## src/rtl/pipeline_stage_buffer.sv

```systemverilog
// Pipeline boundary register with valid/ready handshake, flush and an
// optional two-entry skid buffer. The control bundle is gated by out_valid
// so that a bubble can never assert a write enable downstream.
module pipeline_stage_buffer #(
  parameter int DATA_W = 32,
  parameter int CTRL_W = 3,
  parameter int SKID   = 1
) (
  input  logic              clk,
  input  logic              reset,
  input  logic              flush,
  input  logic              in_valid,
  output logic              in_ready,
  input  logic [CTRL_W-1:0] in_ctrl,
  input  logic [DATA_W-1:0] in_data,
  output logic              out_valid,
  input  logic              out_ready,
  output logic [CTRL_W-1:0] out_ctrl,
  output logic [DATA_W-1:0] out_data,
  output logic [1:0]        occupancy
);

  // Main register drives the outputs; skid register holds one overflow entry.
  logic              main_valid_q, main_valid_d;
  logic [CTRL_W-1:0] main_ctrl_q,  main_ctrl_d;
  logic [DATA_W-1:0] main_data_q,  main_data_d;
  logic              skid_valid_q, skid_valid_d;
  logic [CTRL_W-1:0] skid_ctrl_q,  skid_ctrl_d;
  logic [DATA_W-1:0] skid_data_q,  skid_data_d;
  logic              in_ready_q,   in_ready_d;
  logic [1:0]        occupancy_q,  occupancy_d;

  logic accept;
  logic retire;

  // Handshake qualifiers for the coming edge.
  always_comb begin
    accept = in_valid && in_ready;
    retire = main_valid_q && out_ready;
  end

  // Next-state logic: reset beats flush, flush beats accept/retire.
  always_comb begin
    main_valid_d = main_valid_q;
    main_ctrl_d  = main_ctrl_q;
    main_data_d  = main_data_q;
    skid_valid_d = skid_valid_q;
    skid_ctrl_d  = skid_ctrl_q;
    skid_data_d  = skid_data_q;

    if (reset) begin
      main_valid_d = 1'b0;
      main_ctrl_d  = '0;
      main_data_d  = '0;
      skid_valid_d = 1'b0;
      skid_ctrl_d  = '0;
      skid_data_d  = '0;
    end else if (flush) begin
      // Data registers keep their contents; only validity is dropped.
      main_valid_d = 1'b0;
      skid_valid_d = 1'b0;
    end else if (SKID != 0) begin
      if (skid_valid_q) begin
        // Full: in_ready is low, so only a retire can change anything.
        if (retire) begin
          main_ctrl_d  = skid_ctrl_q;
          main_data_d  = skid_data_q;
          skid_valid_d = 1'b0;
        end
      end else if (!main_valid_q) begin
        if (accept) begin
          main_valid_d = 1'b1;
          main_ctrl_d  = in_ctrl;
          main_data_d  = in_data;
        end
      end else if (retire && accept) begin
        main_ctrl_d = in_ctrl;
        main_data_d = in_data;
      end else if (retire) begin
        main_valid_d = 1'b0;
      end else if (accept) begin
        // Downstream stalled while we still advertised ready: park it.
        skid_valid_d = 1'b1;
        skid_ctrl_d  = in_ctrl;
        skid_data_d  = in_data;
      end
    end else begin
      if (accept) begin
        main_valid_d = 1'b1;
        main_ctrl_d  = in_ctrl;
        main_data_d  = in_data;
      end else if (retire) begin
        main_valid_d = 1'b0;
      end
    end

    occupancy_d = {1'b0, main_valid_d} + {1'b0, skid_valid_d};
    // Registered ready: room exists exactly when the skid slot is free.
    in_ready_d  = !skid_valid_d;
  end

  // State registers.
  always_ff @(posedge clk) begin
    main_valid_q <= main_valid_d;
    main_ctrl_q  <= main_ctrl_d;
    main_data_q  <= main_data_d;
    skid_valid_q <= skid_valid_d;
    skid_ctrl_q  <= skid_ctrl_d;
    skid_data_q  <= skid_data_d;
    in_ready_q   <= in_ready_d;
    occupancy_q  <= occupancy_d;
  end

  // Ready path: registered with a skid slot, combinational without one.
  generate
    if (SKID != 0) begin : g_skid_ready
      assign in_ready = in_ready_q & ~reset;
    end else begin : g_comb_ready
      assign in_ready = (~main_valid_q | out_ready) & ~reset;
    end
  endgenerate

  // Control bits forced to zero on a bubble.
  genvar gi;
  generate
    for (gi = 0; gi < CTRL_W; gi++) begin : g_ctrl_gate
      assign out_ctrl[gi] = main_ctrl_q[gi] & main_valid_q;
    end
  endgenerate

  assign out_valid = main_valid_q;
  assign out_data  = main_data_q;
  assign occupancy = occupancy_q;

endmodule

```

## config.mk

```make
export PLATFORM = sky130hd
export DESIGN_NAME = pipeline_stage_buffer
export DESIGN_NICKNAME = d
export VERILOG_FILES = /design/src/rtl/pipeline_stage_buffer.sv
export SDC_FILE = /design/constraint.sdc
export NUM_CORES = 1
export LEC_CHECK = 0
export ABC_AREA = 1
export ABC_CLOCK_PERIOD_IN_PS = 1800
export CAP_MARGIN = 20
export CORE_MARGIN = 1
export CORE_UTILIZATION = 51
export CTS_BUF_LIST = sky130_fd_sc_hd__clkbuf_8
export CTS_CLUSTER_SIZE = 12
export DETAILED_ROUTE_END_ITERATION = 10
export PLACE_DENSITY_LB_ADDON = 0.1
export SYNTH_ARGS = -nofsm -noshare
export SYNTH_HDL_FRONTEND = slang
export SYNTH_SLANG_ARGS = --single-unit
```

## constraint.sdc

```tcl
create_clock -name clk -period 1.8 [get_ports clk]
set_clock_uncertainty 0.2 [all_clocks]
set_input_delay 0.36 -clock clk [delete_from_list [all_inputs] [get_ports clk]]
set_output_delay 0.36 -clock clk [all_outputs]
set_load 0.01 [all_outputs]
```

==> impl_results.rst <==
.. list-table::
   :header-rows: 1

   * - Metric
     - Value
   * - FP Rows
     - 29
   * - Endpoint of the worst-slack reg-to-reg timing path
     - out_data[17]$_SDFFE_PP0P_
   * - Avg Vias per Cell
     - 5.24
   * - Routed vias
     - 3234
   * - Proportion of synthesized flip-flops having asynchronous set or reset
     - 0%
   * - TritonCTS Buffers
     - 9
   * - Buffers added on ports
     - 78
   * - Cell at the slowest stage of the critical path
     - sky130_fd_sc_hd__clkdlybuf4s50_1
   * - Core occupancy in the finished layout
     - a little under three quarters
   * - Crit Path Category
     - primary input to flop
   * - Post-synthesis cell count
     - around 460
   * - Tmin final
     - 1770 ps
   * - Achievable Freq
     - 566 MHz
   * - Starting density of the core
     - 52.6%
   * - Source of the worst register-to-register timing path
     - skid_valid_q$_DFF_P_
   * - Hold Path Depth
     - 2
   * - Type of the tightest min-delay check
     - flop to flop
   * - Bufs on Longest Clock Path
     - 2
   * - H-tree Lvls
     - 3
   * - DPL Wire Length
     - about 5000 um
   * - Die Outline Area
     - 6840 um^2
   * - Post-Synthesis Cell Area
     - between 3000 and 4000 um^2
   * - Area grow syn2layout
     - 34.8%
   * - Clock tree from TritonCTS
     - done
   * - Synth Flop Type
     - sky130_fd_sc_hd__dfxtp_1
   * - Share of layout cells above drive strength 1
     - 8.15%
   * - Combined global-route utilization of all metal layers
     - 23.6%
   * - Maximum fanout encountered on the critical timing path
     - 18
   * - Worst path cell trace
     - clkdlybuf4s50_1, buf_4, inv_2, nand3_2, nor2_4, nand2_4, buf_12, o21ai_0, nor2_1
   * - Sum Neg Setup Slack
     - 0 ps
   * - Lkg Pwr
     - 2.25 nW
   * - Largest net degree at the start of global routing
     - 51
   * - Yosys cell types
     - 21
   * - Pwr per Cell Area
     - 730 nW/um^2
   * - Top cell type by total area after synthesis
     - sky130_fd_sc_hd__dfxtp_1
   * - Number of max-capacitance violations reported
     - 0
   * - Root buffer cell
     - sky130_fd_sc_hd__clkbuf_8
   * - Cell types occupying the most area after synthesis
     - sky130_fd_sc_hd__dfxtp_1 (45%), sky130_fd_sc_hd__nor2_1 (12%), sky130_fd_sc_hd__nand2_1 (9.2%), sky130_fd_sc_hd__nand3_1 (5.9%), sky130_fd_sc_hd__o21ai_0 (5.6%)
   * - Initial antenna violation count
     - 0
   * - Diodes inserted
     - 0
   * - Fill cells
     - 574
   * - Warnings, synthesis
     - 0
   * - Clock-pin slew of the registers on the worst-case setup and hold paths
     - approximately 80 ps
   * - Critical Path Start Type
     - primary input
   * - Power consumption
     - about 3.3 mW
   * - Critical path endpoint category
     - flop
   * - Top-Level Pins
     - 79
   * - Number of synthesized register bits
     - 75
   * - Height of the chip
     - 82.7 um
   * - Total overflow reported by the global router
     - 0
   * - Hold Fails Final Rpt
     - 0
   * - Register-to-Register Setup Slack
     - roughly 100 ps
   * - Area of all placed cells without fillers
     - around 4500 um^2
   * - Final Wtd Congestion
     - 0.795
   * - Sink Count
     - 75
   * - Most frequent cell after synthesis
     - sky130_fd_sc_hd__nor2_1
   * - WHS
     - between 200 and 300 ps
   * - Total length of routed wires
     - 7780 um
   * - Tightest Pin Transition
     - ~330 ps
   * - Hold Path Sink
     - out_data[23]$_SDFFE_PP0P_
   * - Multi-input gate area
     - 1590 um^2
   * - Count of final max-slew check failures
     - 0
   * - Final setup violation count
     - 0
   * - Number of global-route vias before repair
     - 2778
   * - Avg WL per Cell
     - 12.6 um
   * - Number of search-and-repair iterations in the first detailed-routing pass
     - 4
   * - Data arrival time of the critical path
     - between 1500 and 2000 ps
   * - Mean instance size in the synthesized netlist
     - 7.17 um^2
   * - Final-stage net count
     - between 500 and 600
   * - Insertion delay of the later-clocked pin in the worst-skew pair
     - between 300 and 400 ps
   * - Crit-path max cell delay
     - 450 ps
   * - Post-route antenna net violation count
     - 0
   * - Post-placement cell area
     - 4240 um^2
   * - Worst reg2reg path depth
     - 7
   * - Required time of the critical path
     - 1830 ps
   * - Area of the core
     - 6310 um^2
   * - Run status
     - complete, no violations
   * - Peak supply drop
     - 0.000516 V
   * - Post-synthesis sequential area ratio
     - between 40% and 50%
   * - Fraction of synthesized cell area taken by the top area cell type
     - 45.2%
   * - Remaining routing DRC violations
     - 0
   * - Die width
     - 82.7 um
   * - Hold Path Origin
     - out_data[23]$_SDFFE_PP0P_
   * - Combined flip-flop and latch cell area
     - 1510 um^2
   * - Portion of the clock cycle consumed by the worst path in the final layout
     - between 90% and 100%
   * - Synth Net Count
     - 503
   * - DRT iter0 DRCs
     - about 140
   * - Post-synth top cells
     - sky130_fd_sc_hd__nor2_1 (108), sky130_fd_sc_hd__nand2_1 (81), sky130_fd_sc_hd__dfxtp_1 (75), sky130_fd_sc_hd__nand3_1 (39), sky130_fd_sc_hd__o21ai_0 (37)
   * - Count of flip-flops with a built-in enable after synthesis
     - 0
   * - Max-Slew Margin vs Limit
     - 77.8%
   * - Global-route wire length before repair
     - 12400 um
-- metal layers --
layer / vias to the layer above / global-route usage [%] / routed length [um]
met1: 1511 / 28.9 / 3590
met5: - / 0 / 0
met3: 7 / 4.29 / 295
met4: 0 / 9.83 / 80
li1: 1647 / - / -
met2: 69 / 40.4 / 3820
-- worst max-delay path: cells and delay by family --
family,cells,cell delay [ps]
simple gates,4,420
buf+inv,4,830
compound gates,1,170
-- flip-flops by register name, indices dropped and copies added (netlist names) --
name          flops
in_ready_q        1
skid_data_q      32
skid_valid_q      1
out_valid         1
main_ctrl_q       3
out_data         32
occupancy         2
skid_ctrl_q       3
-- repair_timing --
item | in CTS | in global routing
gates cloned | 0 | 0
pin swaps | 0 | 2
hold buffers | 0 | 0
gates resized for setup | 11 | 41
endpoints found under the setup margin | 9 | 40
hold endpoints to repair | 0 | 0
buffers inserted | 0 | 0
-- how the worst max path moves through the flow --
stage	from	endpoint	depth (start not counted)
after floorplan	out_valid$_DFF_P_	main_ctrl_q[2]$_SDFFE_PP0P_	7
after global placement	reset	in_ready	3
after detailed placement	reset	skid_data_q[23]$_SDFFE_PP0P_	9
after CTS	out_data[22]$_SDFFE_PP0P_	out_data[22]	1
after global routing	reset	skid_data_q[28]$_SDFFE_PP0P_	9
final	reset	skid_data_q[23]$_SDFFE_PP0P_	9
-- area by class of cell --
class                   instances  share of cell area (%)
well taps                      77                    2.15
multi-input cells             340                    35.5
inverters                      12                    1.12
clock buffers                  10                    3.07
flip-flops and latches         75                    33.6
repair buffers                 98                    24.0
clock inverters                 5                   0.503
-- kinds of logic after synthesis --
kind of cell           after synthesis  synth area share (%)
buffers and inverters               48                  7.65
and+or+nand+nor                    230                  27.8
DFF                                 75                  45.2
AOI/OAI and AO/OA                  110                  19.4
-- layout by cell type (no fill, tap or decap), types with 13 or more instances in the layout --
master                            netlist  routed
sky130_fd_sc_hd__nor2_1               108     107
sky130_fd_sc_hd__a21oi_1               36      36
sky130_fd_sc_hd__buf_4                  7      13
sky130_fd_sc_hd__nand3_1               39      38
sky130_fd_sc_hd__a21boi_0              15      15
sky130_fd_sc_hd__clkdlybuf4s50_1        0      42
sky130_fd_sc_hd__nand2_1               81      80
sky130_fd_sc_hd__dlymetal6s2s_1         0      27
sky130_fd_sc_hd__a21boi_1              20      20
sky130_fd_sc_hd__o21ai_0               37      28
sky130_fd_sc_hd__dfxtp_1               75      74
-- power breakdown --
part | leakage (nW) | internal [mW] | switching (mW)
Combinational | 1.54 | 0.232 | 0.224
Clock | 0.0943 | 0.514 | 0.564
Sequential | 0.610 | 1.71 | 0.0264
-- per-stage QoR --
| stage | cells | setup slack (ps) |
|---|---|---|
| global route | 617 | -0.728 |
| finish | 617 | 33.1 |
| floorplan | 463 | 285 |
| detailed placement | 602 | -284 |
| global placement | 602 | -220 |
| CTS | 617 | 11.4 |
Power figures use the tool's default switching activity.
